## src/rtl/fp8_pkg.sv

```systemverilog
// Shared constants and FSM state type for the FP8 accumulator.
// FP8 layout is {sign, exp[2:0], man[3:0]} with bias 3; the fixed-point domain is in units of 2^-6.
package fp8_pkg;

    localparam int unsigned EXP_W   = 3;
    localparam int unsigned MAN_W   = 4;
    localparam int unsigned BIAS    = 3;
    localparam int unsigned ACC_W   = 16;
    localparam int unsigned FRAC_W  = 6;
    localparam int unsigned MAG_MAX = 2047;

    typedef enum logic [1:0] {
        StAcc,
        StNorm,
        StOut
    } state_e;

endpackage

```

## src/rtl/fp8_accum_if.sv

```systemverilog
// Stream bundle for the accumulator: FP8 beats in, one FP8 run result out.
interface fp8_accum_if;

    logic       in_valid;
    logic       in_ready;
    logic [7:0] in_data;
    logic       in_last;
    logic       out_valid;
    logic       out_ready;
    logic [7:0] out_data;
    logic       out_ovf;

    modport master (
        output in_valid,
        output in_data,
        output in_last,
        output out_ready,
        input  in_ready,
        input  out_valid,
        input  out_data,
        input  out_ovf
    );

    modport slave (
        input  in_valid,
        input  in_data,
        input  in_last,
        input  out_ready,
        output in_ready,
        output out_valid,
        output out_data,
        output out_ovf
    );

endinterface

```

## src/rtl/fp8_to_fixed.sv

```systemverilog
// Combinational FP8 decode into a signed fixed-point value in units of 2^-6.
module fp8_to_fixed
    import fp8_pkg::*;
(
    input  logic [7:0]              i_fp8,
    output logic signed [ACC_W-1:0] o_fixed
);

    // A normal (16+m)*2^(e-BIAS-MAN_W) in 2^-FRAC_W units is ((16+m) << e) >> this amount.
    localparam int unsigned NORM_RSH = BIAS + MAN_W - FRAC_W;

    logic [EXP_W-1:0] w_exp;
    logic [MAN_W-1:0] w_man;
    logic [ACC_W-1:0] w_mag;

    assign w_exp = i_fp8[6:4];
    assign w_man = i_fp8[3:0];

    always_comb begin
        w_mag = '0;
        if (w_exp == '0) begin
            w_mag = ACC_W'(w_man);
        end else begin
            w_mag = (ACC_W'({1'b1, w_man}) << w_exp) >> NORM_RSH;
        end
    end

    // 0x80 decodes to -0, which is plain zero in two's complement.
    assign o_fixed = i_fp8[7] ? -$signed(w_mag) : $signed(w_mag);

endmodule

```

## src/rtl/fp8_accum.sv

```systemverilog
// Saturating FP8 run accumulator: sums beats in fixed point, then re-encodes the run total
// to FP8 with an iterative one-bit-per-cycle normaliser.
module fp8_accum
    import fp8_pkg::*;
(
    input  logic       clk,
    input  logic       rst,
    fp8_accum_if.slave bus
);

    localparam int unsigned MAG_W = ACC_W - 1;
    // Bit that holds the hidden one once the magnitude is aligned for exp_cnt.
    localparam int unsigned HID = MAN_W + FRAC_W;

    localparam logic signed [ACC_W:0] SUM_MAX = (ACC_W + 1)'(2 ** (ACC_W - 1) - 1);
    localparam logic signed [ACC_W:0] SUM_MIN = -SUM_MAX;
    localparam logic [MAG_W-1:0]      MAG_LIM = MAG_W'(MAG_MAX);

    state_e                   r_state;
    state_e                   w_state_nxt;
    logic signed [ACC_W-1:0]  r_acc;
    logic signed [ACC_W-1:0]  w_acc_nxt;
    logic                     r_ovf;
    logic                     w_ovf_nxt;
    logic [MAG_W-1:0]         r_norm_mag;
    logic [MAG_W-1:0]         w_norm_mag_nxt;
    logic [EXP_W-1:0]         r_exp_cnt;
    logic [EXP_W-1:0]         w_exp_cnt_nxt;
    logic                     r_sign;
    logic                     w_sign_nxt;
    logic [7:0]               r_out_data;
    logic [7:0]               w_out_data_nxt;
    logic                     r_out_ovf;
    logic                     w_out_ovf_nxt;

    logic signed [ACC_W-1:0]  w_beat_val;
    logic signed [ACC_W:0]    w_sum;
    logic signed [ACC_W-1:0]  w_acc_sat;
    logic                     w_clamp;
    logic [MAG_W-1:0]         w_abs;
    logic [MAN_W-1:0]         w_man_sel;

    fp8_to_fixed u_decode (
        .i_fp8   (bus.in_data),
        .o_fixed (w_beat_val)
    );

    // One guard bit keeps the raw sum exact before clamping.
    assign w_sum = {r_acc[ACC_W-1], r_acc} + {w_beat_val[ACC_W-1], w_beat_val};

    always_comb begin
        w_clamp   = 1'b0;
        w_acc_sat = w_sum[ACC_W-1:0];
        if (w_sum > SUM_MAX) begin
            w_clamp   = 1'b1;
            w_acc_sat = SUM_MAX[ACC_W-1:0];
        end else if (w_sum < SUM_MIN) begin
            w_clamp   = 1'b1;
            w_acc_sat = SUM_MIN[ACC_W-1:0];
        end
    end

    assign w_abs     = w_acc_sat[ACC_W-1] ? MAG_W'(-w_acc_sat) : MAG_W'(w_acc_sat);
    assign w_man_sel = (r_exp_cnt != '0) ? r_norm_mag[HID-1 -: MAN_W] : r_norm_mag[HID -: MAN_W];

    always_comb begin
        w_state_nxt    = r_state;
        w_acc_nxt      = r_acc;
        w_ovf_nxt      = r_ovf;
        w_norm_mag_nxt = r_norm_mag;
        w_exp_cnt_nxt  = r_exp_cnt;
        w_sign_nxt     = r_sign;
        w_out_data_nxt = r_out_data;
        w_out_ovf_nxt  = r_out_ovf;
        bus.in_ready   = 1'b0;
        bus.out_valid  = 1'b0;

        unique case (r_state)
            StAcc: begin
                bus.in_ready = 1'b1;
                if (bus.in_valid) begin
                    w_acc_nxt = w_acc_sat;
                    w_ovf_nxt = r_ovf | w_clamp;
                    if (bus.in_last) begin
                        w_norm_mag_nxt = w_abs;
                        w_exp_cnt_nxt  = '1;
                        w_sign_nxt     = w_acc_sat[ACC_W-1];
                        w_state_nxt    = StNorm;
                    end
                end
            end
            StNorm: begin
                if (r_norm_mag > MAG_LIM) begin
                    w_out_data_nxt = {r_sign, {EXP_W{1'b1}}, {MAN_W{1'b1}}};
                    w_out_ovf_nxt  = r_ovf;
                    w_state_nxt    = StOut;
                end else if (r_norm_mag[HID] || (r_exp_cnt == '0)) begin
                    w_out_data_nxt = {r_sign, r_exp_cnt, w_man_sel};
                    w_out_ovf_nxt  = r_ovf;
                    w_state_nxt    = StOut;
                end else begin
                    w_norm_mag_nxt = r_norm_mag << 1;
                    w_exp_cnt_nxt  = r_exp_cnt - 1'b1;
                end
            end
            StOut: begin
                bus.out_valid = 1'b1;
                if (bus.out_ready) begin
                    w_acc_nxt   = '0;
                    w_ovf_nxt   = 1'b0;
                    w_state_nxt = StAcc;
                end
            end
            default: begin
                w_state_nxt = StAcc;
            end
        endcase
    end

    always_ff @(posedge clk or posedge rst) begin
        if (rst) begin
            r_state    <= StAcc;
            r_acc      <= '0;
            r_ovf      <= 1'b0;
            r_norm_mag <= '0;
            r_exp_cnt  <= '0;
            r_sign     <= 1'b0;
            r_out_data <= 8'h00;
            r_out_ovf  <= 1'b0;
        end else begin
            r_state    <= w_state_nxt;
            r_acc      <= w_acc_nxt;
            r_ovf      <= w_ovf_nxt;
            r_norm_mag <= w_norm_mag_nxt;
            r_exp_cnt  <= w_exp_cnt_nxt;
            r_sign     <= w_sign_nxt;
            r_out_data <= w_out_data_nxt;
            r_out_ovf  <= w_out_ovf_nxt;
        end
    end

    assign bus.out_data = r_out_data;
    assign bus.out_ovf  = r_out_ovf;

endmodule

```

## src/flat_wrapper.sv

```systemverilog
// flat-port wrapper written by rule: the top's interface ports become plain ports
module fp8_accum_flat import fp8_pkg::*;
  (clk, rst, bus_in_valid, bus_in_data, bus_in_last, bus_out_ready, bus_in_ready, bus_out_valid, bus_out_data, bus_out_ovf);
  fp8_accum_if bus_i ();
  input  logic clk;
  input  logic rst;
  input wire logic [$bits(bus_i.in_valid)-1:0] bus_in_valid;
  input wire logic [$bits(bus_i.in_data)-1:0] bus_in_data;
  input wire logic [$bits(bus_i.in_last)-1:0] bus_in_last;
  input wire logic [$bits(bus_i.out_ready)-1:0] bus_out_ready;
  output wire logic [$bits(bus_i.in_ready)-1:0] bus_in_ready;
  output wire logic [$bits(bus_i.out_valid)-1:0] bus_out_valid;
  output wire logic [$bits(bus_i.out_data)-1:0] bus_out_data;
  output wire logic [$bits(bus_i.out_ovf)-1:0] bus_out_ovf;
  assign bus_i.in_valid = bus_in_valid;
  assign bus_i.in_data = bus_in_data;
  assign bus_i.in_last = bus_in_last;
  assign bus_i.out_ready = bus_out_ready;
  assign bus_in_ready = bus_i.in_ready;
  assign bus_out_valid = bus_i.out_valid;
  assign bus_out_data = bus_i.out_data;
  assign bus_out_ovf = bus_i.out_ovf;
  fp8_accum u_core (.clk(clk), .rst(rst), .bus(bus_i));
endmodule
```

## config.mk

```make
export PLATFORM = sky130hd
export DESIGN_NAME = fp8_accum_flat
export DESIGN_NICKNAME = d
export VERILOG_FILES = /design/src/rtl/fp8_pkg.sv /design/src/rtl/fp8_accum_if.sv /design/src/rtl/fp8_to_fixed.sv /design/src/rtl/fp8_accum.sv /design/src/flat_wrapper.sv
export SDC_FILE = /design/constraint.sdc
export NUM_CORES = 1
export LEC_CHECK = 0
export CAP_MARGIN = 20
export CORE_MARGIN = 10
export CORE_UTILIZATION = 61
export CTS_CLUSTER_DIAMETER = 50
export DETAILED_ROUTE_END_ITERATION = 16
export HOLD_SLACK_MARGIN = 0.15
export MAX_ROUTING_LAYER = met4
export PLACE_DENSITY = 0.8
export SYNTH_ARGS = -nofsm -noshare
export SYNTH_HDL_FRONTEND = slang
export SYNTH_SLANG_ARGS = --single-unit
```

## constraint.sdc

```tcl
create_clock -name clk -period 6.57 [get_ports clk]
set_input_delay 0.9855 -clock clk [delete_from_list [all_inputs] [get_ports clk]]
set_output_delay 0.9855 -clock clk [all_outputs]
set_load 0.02 [all_outputs]
```

==> flow_summary.ini, run 1 <==
[synthesis]
avgSynthCellArea_um2 = 8.00
syn_inst = 521
synth.area.top_cells = dfrtp_1 (28%), a21oi_1 (6.5%), ha_1 (6.3%)
synth-main-ff-cell = dfrtp_1
ys_ff_latch = 47
yosysSeqAreaShare_pct = 28.2
synth_top_area_share_pct = 28.2
synth_cell_types = 77
syn_area_um2 = 4170
synthesis.nets = 556
ys.warnings.count = 0
synthArstFlopShare_pct = 100
yosysTopAreaCell = dfrtp_1
synth-edff-count = 0

[power_and_ir_drop]
leakage_nw = 2.04
peakVddDrop_mv = 0.295
p_total_mw = 2.73
p_per_area_nw_per_um2 = 568

[cts]
root_buffer = clkbuf_8
htreeDepth = 2
clock_sinks = 47
cts_buffer_depth = 2
clk_pin_slew_ps = 90
cts_hold_buffers = 0
clk_latency_ps = 310
cts_buffers = 5
cts_tree = done

[routing]
finalWirelength_um = 11300
routed-via-count = 4147
avgViaCountPerCell = 6.55
final_antenna_net_count = 0
post_drt_wl_per_cell_um = 17.8
dr.pass1.iters = 5
drc = 0
drt_iter0_drc = 428

[worst_setup_path]
reg2reg_depth = 18
path_max_fanout = 11
criticalPathCategory = in -> reg
cp.arrival_ps = 6420
cp.depth = 27
slowest_stage = clkdlybuf4s50_1
reg2reg_slack_ps = 2250
cp_top_family = compound AO/OA/AOI/OAI gates
start_kind = input pin
worst-path-buf-inv = 5
endpoint_kind = flip-flop
cp.required_ps = 6800
cpPeakStageDelay_ps = 530

[placed_design]
post-place-ws_ps = -50.8
dpl.hpwl_um = 8490
place_inst = 620
gp_congestion = 1.01
port_buffers = 23

[floorplanning]
die_x_um = 103
die_y_um = 103
rows = 30
io_pins = 24
dieArea_um2 = 10500
core_um2 = 6720
initial_utilization_pct = 62.0

[timing]
final.period_utilization_pct = 94.2
setup_viol_count_final = 0
fin_worst_skew_ps = 6.25
finalSetupTns_ps = 0
max_freq_mhz = 162
max_slew_margin_pct = 36.4
final_max_slew_viol_count = 0
timing.final.ws_setup_ps = 383
hold_viol_final = 0
period_minus_slack_ps = 6190
worst_pin_slew_ps = 952

[worst_hold_path]
hold_class = reg -> reg
hold_path_depth = 2

[layout]
drive_above_1_share_pct = 12.1
area_growth_syn_to_layout_pct = 15.2
nets = 587
antennaDiodeCount = 0
finalNonFillerCells = 633

[run_status]
outcome = finished clean

[global_routing]
grt_pass1_vias = 3935
antenna_found_initial = 0
grt_max_degree = 48
grt_remaining_overflow = 0
grt_pass1_wl_um = 18500
groute.usage.overall_pct = 22.0

[run]
drv_cap = 0
[state kept, by name, indices dropped and copies added, names as in the netlist]
| name | flops |
|---|---|
| u_core.r_exp_cnt | 3 |
| u_core.r_state | 2 |
| u_core.r_sign | 1 |
| u_core.r_ovf | 1 |
| u_core.bus.out_ovf | 1 |
| u_core.r_norm_mag | 15 |
| u_core.r_acc | 16 |
| u_core.bus.out_data | 8 |
[cells in the mapped netlist, types with 3 or more instances]
cell type,instances
nor2b_1,13
nor3_1,12
maj3_1,5
xnor2_1,11
dfrtp_1,47
a21oi_1,54
clkbuf_1,16
xor2_1,8
o21a_1,3
o32ai_1,3
buf_2,10
o22ai_1,16
a22o_1,4
nand2b_1,9
inv_1,21
ha_1,21
a221o_1,5
mux2i_1,8
and2_1,7
a21o_1,7
nor2_1,46
a211oi_1,7
nand2_1,50
o211ai_1,7
and3_1,9
o21ai_0,30
o311ai_0,3
a31oi_1,6
nand4_1,8
o21ai_1,4
nand3_1,10
[cell type report]
type	instances	area, um2
multi-input combinational	424	2850
fill	544	1910
sequential	47	1180
timing repair buffer	53	470
tap	80	100
inverter	21	78.8
clock buffer	6	72.6
clock inverter	2	60.1
[worst min-delay path: stages, from the launching register on]
cell and delay (ps):
dfrtp_1 360, nand2_1 50, o21ai_1 60
[cells by family (layout without fill, tap and decap cells)]
kind of cell             after synthesis  count (layout)  synth area share (%)
AO/OA/AOI/OAI                        186             186                  30.3
XOR/XNOR                              22              22                  5.16
AND/OR/NAND/NOR                      179             179                  20.9
adder cells (fa/ha/maj)               27              27                  7.98
buffers and inverters                 50              82                  4.98
flip-flops                            47              47                  28.2
multiplexers                          10              10                  2.46
[where the power goes]
group          total (mW)  switching, mW  leakage [nW]  internal [mW]
Clock               0.253          0.101        0.0654          0.152
Combinational        1.98           1.18          1.45          0.802
Sequential          0.499         0.0893         0.529          0.409
Total                2.73           1.37          2.04           1.36
[through the flow]
step                util, %  hold slack (ps)  cell area, um2
finish                 71.5              507            4800
global route           71.5              531            4800
CTS                    69.8              504            4690
detailed placement     67.8              484            4560
global placement       67.8              458            4560
floorplan                 -              443            4170
[layer usage]
metal / vias up / wire (um) / global-route usage (%)
met5: - / 0 / -
met4: 0 / 212 / 6.51
met3: 21 / 440 / 1.54
met2: 122 / 5690 / 38.4
met1: 2022 / 4940 / 26.4
li1: 1982 / - / -
[path summary, 6_finish.rpt]
| kind | startpoint | end |
|---|---|---|
| max in group asynchronous | rst | u_core.r_acc[13] |
| hold / removal | u_core.r_norm_mag[13] | u_core.r_norm_mag[13] |
| setup / recovery | bus_in_data[6] | u_core.r_norm_mag[14] |
| hold reg to reg | u_core.r_norm_mag[13] | u_core.r_norm_mag[13] |
| min in group asynchronous | rst | u_core.bus.out_data[6] |
| setup reg to reg | u_core.r_acc[0] | u_core.r_norm_mag[14] |
[placed cells by master (no fill, tap or decap), types with 3 or more instances in the layout]
master,n
nand2_1,50
clkdlybuf4s50_1,22
nand3_1,10
nor2b_1,13
maj3_1,5
xor2_1,8
a221o_1,5
o211ai_1,7
buf_4,29
nor2_1,46
o21ai_0,29
a21oi_1,52
a21oi_2,3
nor3_1,11
a211oi_1,7
inv_1,20
dfrtp_1,47
o21a_1,3
mux2i_1,7
nand2b_1,9
ha_1,20
a22o_1,4
o22ai_1,15
xnor2_1,11
o311ai_0,3
and3_1,9
clkbuf_8,5
a21o_1,7
a31oi_1,5
o32ai_1,3
and2_1,7
o21ai_1,5
nand4_1,8
[repair_timing]
action,CTS,global route
gates resized for setup,0,14
setup endpoints to repair,0,7
setup buffers,0,4
Note: power is estimated with default switching activity, not from simulation.
==> run 2: changes to the inputs <==
--- a/config.mk
+++ b/config.mk
@@ -5,8 +5,9 @@
 export SDC_FILE = /design/constraint.sdc
 export NUM_CORES = 1
 export LEC_CHECK = 0
+export ABC_CLOCK_PERIOD_IN_PS = 6570
 export CAP_MARGIN = 20
-export CORE_MARGIN = 10
+export CORE_MARGIN = 1.5
 export CORE_UTILIZATION = 61
 export CTS_CLUSTER_DIAMETER = 50
 export DETAILED_ROUTE_END_ITERATION = 16
==> flow_summary.ini, run 2 (synthesized netlist as in run 1, its figures left out) <==
[layout]
layout_commonest_cell = a21oi_1
final_area_um2 = 4760
final_util_pct = 73.7
antennaDiodeCount = 0
area_growth_syn_to_layout_pct = 14.1
largest-register = u_core.r_acc
most-common-layout-cells = a21oi_1 (52), nand2_1 (50), dfrtp_1 (47), nor2_1 (45)
largest_reg_flops = 16
drive_above_1_share_pct = 11.8
nets = 586

[floorplanning]
core_um2 = 6460
io_pins = 24
dieArea_um2 = 7340
die_x_um = 85.7
rows = 29
die_y_um = 85.7
initial_utilization_pct = 64.5

[timing]
fin_worst_skew_ps = 20.9
final_max_slew_viol_count = 0
setup_viol_count_final = 0
period_minus_slack_ps = 6150
hold_viol_final = 0
worst_pin_slew_ps = 1000
max_slew_margin_pct = 33.2
max_freq_mhz = 163
final.period_utilization_pct = 93.6

[worst_hold_path]
hold_class = reg -> reg

[power_and_ir_drop]
clkPwrFrac_pct = 8.5
peakVddDrop_mv = 0.348
p_per_area_nw_per_um2 = 569
p_sw_mw = 1.39
seqPwrFrac_pct = 18.2
combPwrFrac_pct = 73.2
switching_share_pct = 51.5
p_int_mw = 1.31
leakage_nw = 2.03

[worst_setup_path]
endpoint_kind = flip-flop
cp.required_ps = 6810
cp.arrival_ps = 6390
cpPeakStageDelay_ps = 520
reg2reg_slack_ps = 2200
path_max_fanout = 9
criticalPathCategory = in -> reg
slowest_stage = clkdlybuf4s50_1
start_kind = input pin

[cts]
cts_buffers = 5
clock_sinks = 47
clk_latency_ps = 320
post_cts_buffers = 0
htreeDepth = 2
clk_pin_slew_ps = 100
root_buffer = clkbuf_8
cts_tree = done
cts_buffer_depth = 2

[routing]
drt_iter0_drc = 400
drc = 1
routed-via-count = 4171
avgViaCountPerCell = 6.63
post_drt_wl_per_cell_um = 18.3
dr.pass1.iters = 11
final_antenna_net_count = 0
finalWirelength_um = 11500

[global_routing]
grt_pass1_vias = 3886
antenna_found_initial = 0
grt_max_degree = 48
groute.usage.overall_pct = 33.1
grt_pass1_wl_um = 18700
grt_remaining_overflow = 0

[run_status]
outcome = finished with violations
violations = design-rule violations

[placed_design]
placement.cell_area_um2 = 4580
dpl.hpwl_um = 8680
port_buffers = 23
gp_congestion = 0.964

[run]
drv_cap = 0
[run 2: cell count changes in the layout (fill, tap and decap cells not counted), sizes merged]
| cell | previous run | this run |
|---|---|---|
| dlymetal6s2s | 1 | 2 |
| clkdlybuf4s50 | 22 | 21 |
| inv | 21 | 22 |
| bufinv | 2 | 1 |
| clkbuf | 6 | 5 |
| clkinvlp | 0 | 1 |
| buf | 30 | 29 |
[run 2: final cells by class]
class                      count  area [um2]
multi-input combinational    424        2830
fill                         523        1700
sequential                    47        1180
timing repair buffer          52         465
tap                           77        96.3
inverter                      21        78.8
clock buffer                   5        68.8
clock inverter                 3        46.3
[run 2: through the flow]
| stage | setup WS, ps | instances | hold slack, ps | setup TNS [ps] | power (mW) |
|---|---|---|---|---|---|
| 6_report | 419 | 629 | 500 | 0 | 2.71 |
| 2_1_floorplan | 396 | 521 | 443 | 0 | 1.84 |
| 3_3_place_gp | 41.0 | 620 | 462 | 0 | 2.34 |
| 5_1_grt | -22.3 | 629 | 533 | -22.3 | 2.88 |
| 4_1_cts | 208 | 628 | 501 | 0 | 2.63 |
| 3_5_place_dp | -76.1 | 620 | 478 | -152 | 2.38 |
[run 2: worst max-delay path: cells and delay by family]
kind            cells  cell delay, ps
compound gates      6            1420
fa+ha+maj           3             920
xor+xnor            1             240
simple gates        7            1310
buf+inv             5            1210
mux                 3             320
[run 2: repair_timing]
item | in CTS | in global routing
resized for setup | 0 | 13
hold buffers | 0 | 0
endpoints found under the setup margin | 0 | 7
endpoints found under the hold margin | 0 | 0
[run 2: power groups by stage]
stage / clock [mW] / combinational (mW) / sequential, mW
after detailed placement: 0 / 1.88 / 0.496
final: 0.231 / 1.98 / 0.494
after global routing: 0.242 / 2.13 / 0.507
after floorplan: 0 / 1.35 / 0.487
after global placement: 0 / 1.85 / 0.491
after CTS: 0.232 / 1.90 / 0.491
[run 2: per-layer routing]
layer / GRT usage (%) / vias up / routed length, um
met4: 14.5 / 0 / 393
li1: - / 1979 / -
met5: - / - / 0
met2: 54.5 / 175 / 5530
met1: 41.2 / 1974 / 4910
met3: 3.66 / 43 / 664
[run 2: final timing paths]
kind	from	to	cells past startpoint
max in group asynchronous	rst	u_core.r_exp_cnt[0]	3
min	u_core.r_acc[8]	u_core.r_acc[8]	2
max	bus_in_data[0]	u_core.r_norm_mag[14]	25
min reg2reg	u_core.r_acc[8]	u_core.r_acc[8]	2
min in group asynchronous	rst	u_core.r_norm_mag[4]	2
max reg2reg	u_core.r_acc[0]	u_core.r_norm_mag[14]	19
==> run 3: changes to the inputs <==
--- a/config.mk
+++ b/config.mk
@@ -8,12 +8,12 @@
 export ABC_CLOCK_PERIOD_IN_PS = 6570
 export CAP_MARGIN = 20
 export CORE_MARGIN = 1.5
-export CORE_UTILIZATION = 61
+export CORE_UTILIZATION = 40
 export CTS_CLUSTER_DIAMETER = 50
 export DETAILED_ROUTE_END_ITERATION = 16
 export HOLD_SLACK_MARGIN = 0.15
 export MAX_ROUTING_LAYER = met4
-export PLACE_DENSITY = 0.8
+export PLACE_DENSITY = 0.56
 export SYNTH_ARGS = -nofsm -noshare
 export SYNTH_HDL_FRONTEND = slang
 export SYNTH_SLANG_ARGS = --single-unit
==> flow_summary.ini, run 3 (synthesized netlist as in run 1, its figures left out) <==
[power_and_ir_drop]
clkPwrFrac_pct = 8.2
p_int_mw = 1.39
p_per_area_nw_per_um2 = 558
p_total_mw = 2.78
seqPwrFrac_pct = 17.9
leakage_nw = 2.12
combPwrFrac_pct = 73.9
peakVddDrop_mv = 0.244
switching_share_pct = 49.9
p_sw_mw = 1.39

[cts]
cts_tree = done
cts_buffer_depth = 2
cts_hold_buffers = 0
clock_sinks = 47
clk_pin_slew_ps = 110
root_buffer = clkbuf_8
htreeDepth = 2
clk_latency_ps = 320
cts_buffers = 5

[worst_setup_path]
reg2reg_slack_ps = 2340
cpMostUsedCell = buf_4
slowest_stage = clkdlybuf4s50_1
worst-path-buf-inv = 4
criticalPathCategory = in -> reg
cpPeakStageDelay_ps = 610
cp_top_family = compound AO/OA/AOI/OAI gates
cp.required_ps = 6790
endpoint_kind = flip-flop
start_kind = input pin
cp.arrival_ps = 6320
path_max_fanout = 10

[routing]
drc = 0
finalWirelength_um = 11900
routed-via-count = 4128
post_drt_wl_per_cell_um = 16.9
drt_iter0_drc = 284
final_antenna_net_count = 0
dr.pass1.iters = 5
avgViaCountPerCell = 5.84

[worst_hold_path]
hold_class = reg -> reg

[layout]
most-common-layout-cells = a21oi_1 (50), nand2_1 (50), buf_4 (47), dfrtp_1 (47), nor2_1 (46)
nets = 605
area_growth_syn_to_layout_pct = 19.5
drive_above_1_share_pct = 15.2
antennaDiodeCount = 0
largest-register = u_core.r_acc
finalNonFillerCells = 707
fillCellCount = 1021
final_util_pct = 48.7
final_area_um2 = 4980
largest_reg_flops = 16

[timing]
holdWs_ps = 483
rsz0062_at_grt = false
period_minus_slack_ps = 6100
worst_pin_slew_ps = 958
max_freq_mhz = 164
fin_worst_skew_ps = 18.3
hold_viol_final = 0
final_max_slew_viol_count = 0
final.period_utilization_pct = 92.9
setup_viol_count_final = 0
max_slew_margin_pct = 36.2

[run]
drv_cap = 0

[placed_design]
dpl.hpwl_um = 9200
placement.cell_area_um2 = 4780
gp_congestion = 0.929
port_buffers = 23
place_inst = 696

[global_routing]
grt_pass1_wl_um = 20000
groute.usage.overall_pct = 23.1
grt_max_degree = 48
grt_pass1_vias = 3957
grt_remaining_overflow = 0
antenna_found_initial = 0

[run_status]
outcome = finished clean

[floorplanning]
io_pins = 24
core_um2 = 10200
die_x_um = 105
initial_utilization_pct = 40.7
die_y_um = 105
dieArea_um2 = 11000
rows = 37
[run 3: cell count changes in the layout (fill, tap and decap cells not counted), sizes merged]
cell           change
buf               +19
clkinv             +2
clkdlybuf4s50      +1
clkinvlp           -1
dlymetal6s2s       -1
inv                -1
[run 3: path summary, 6_finish.rpt]
check                                start                     to  cells after the start
max                         bus_in_data[5]  u_core.r_norm_mag[14]                     27
min                          u_core.r_sign          u_core.r_sign                      2
max reg2reg                u_core.r_acc[0]  u_core.r_norm_mag[14]                     17
min reg2reg                  u_core.r_sign          u_core.r_sign                      2
max in group asynchronous              rst        u_core.r_acc[6]                      3
min in group asynchronous              rst       u_core.r_acc[12]                      2
[run 3: tightest hold or removal path, stage by stage (launching register included)]
cell and delay, ps:
dfrtp_1 350, nand2_1 50, o21ai_0 60
[run 3: timing repair]
item / 4_1_cts / 5_1_grt
buffers inserted: 0 / 2
setup endpoints to repair: 0 / 7
gates resized for setup: 0 / 12
[run 3: routing by layer]
metal  up-vias  global-route usage (%)  share of wire (%)
li1       2019                       -                  -
met1      1987                    32.5                 49
met2       110                    36.1                 46
met3        12                    2.37                3.9
met4         0                    4.40                1.0
met5         -                       -                  0
[run 3: cell type report]
type / instances / area (um2) / area share (%)
clock buffer: 5 / 68.8 / 1.38
clock inverter: 3 / 43.8 / 0.879
inverter: 21 / 78.8 / 1.58
multi-input combinational: 424 / 2840 / 57.0
sequential: 47 / 1180 / 23.6
tap: 136 / 170 / 3.42
timing repair buffer: 71 / 606 / 12.2
[run 3: power groups by stage]
stage | clock network, mW | registers [mW] | logic (mW)
2_1_floorplan | 0 | 0.487 | 1.35
3_3_place_gp | 0 | 0.500 | 1.97
3_5_place_dp | 0 | 0.501 | 1.97
4_1_cts | 0.231 | 0.496 | 1.98
5_1_grt | 0.240 | 0.511 | 2.26
6_report | 0.227 | 0.497 | 2.06
[run 3: metrics by stage]
| stage | setup WS [ps] | setup TNS (ps) |
|---|---|---|
| global route | 17.7 | 0 |
| global placement | 48.4 | 0 |
| CTS | 128 | 0 |
| finish | 467 | 0 |
| detailed placement | -215 | -407 |
| floorplan | 396 | 0 |
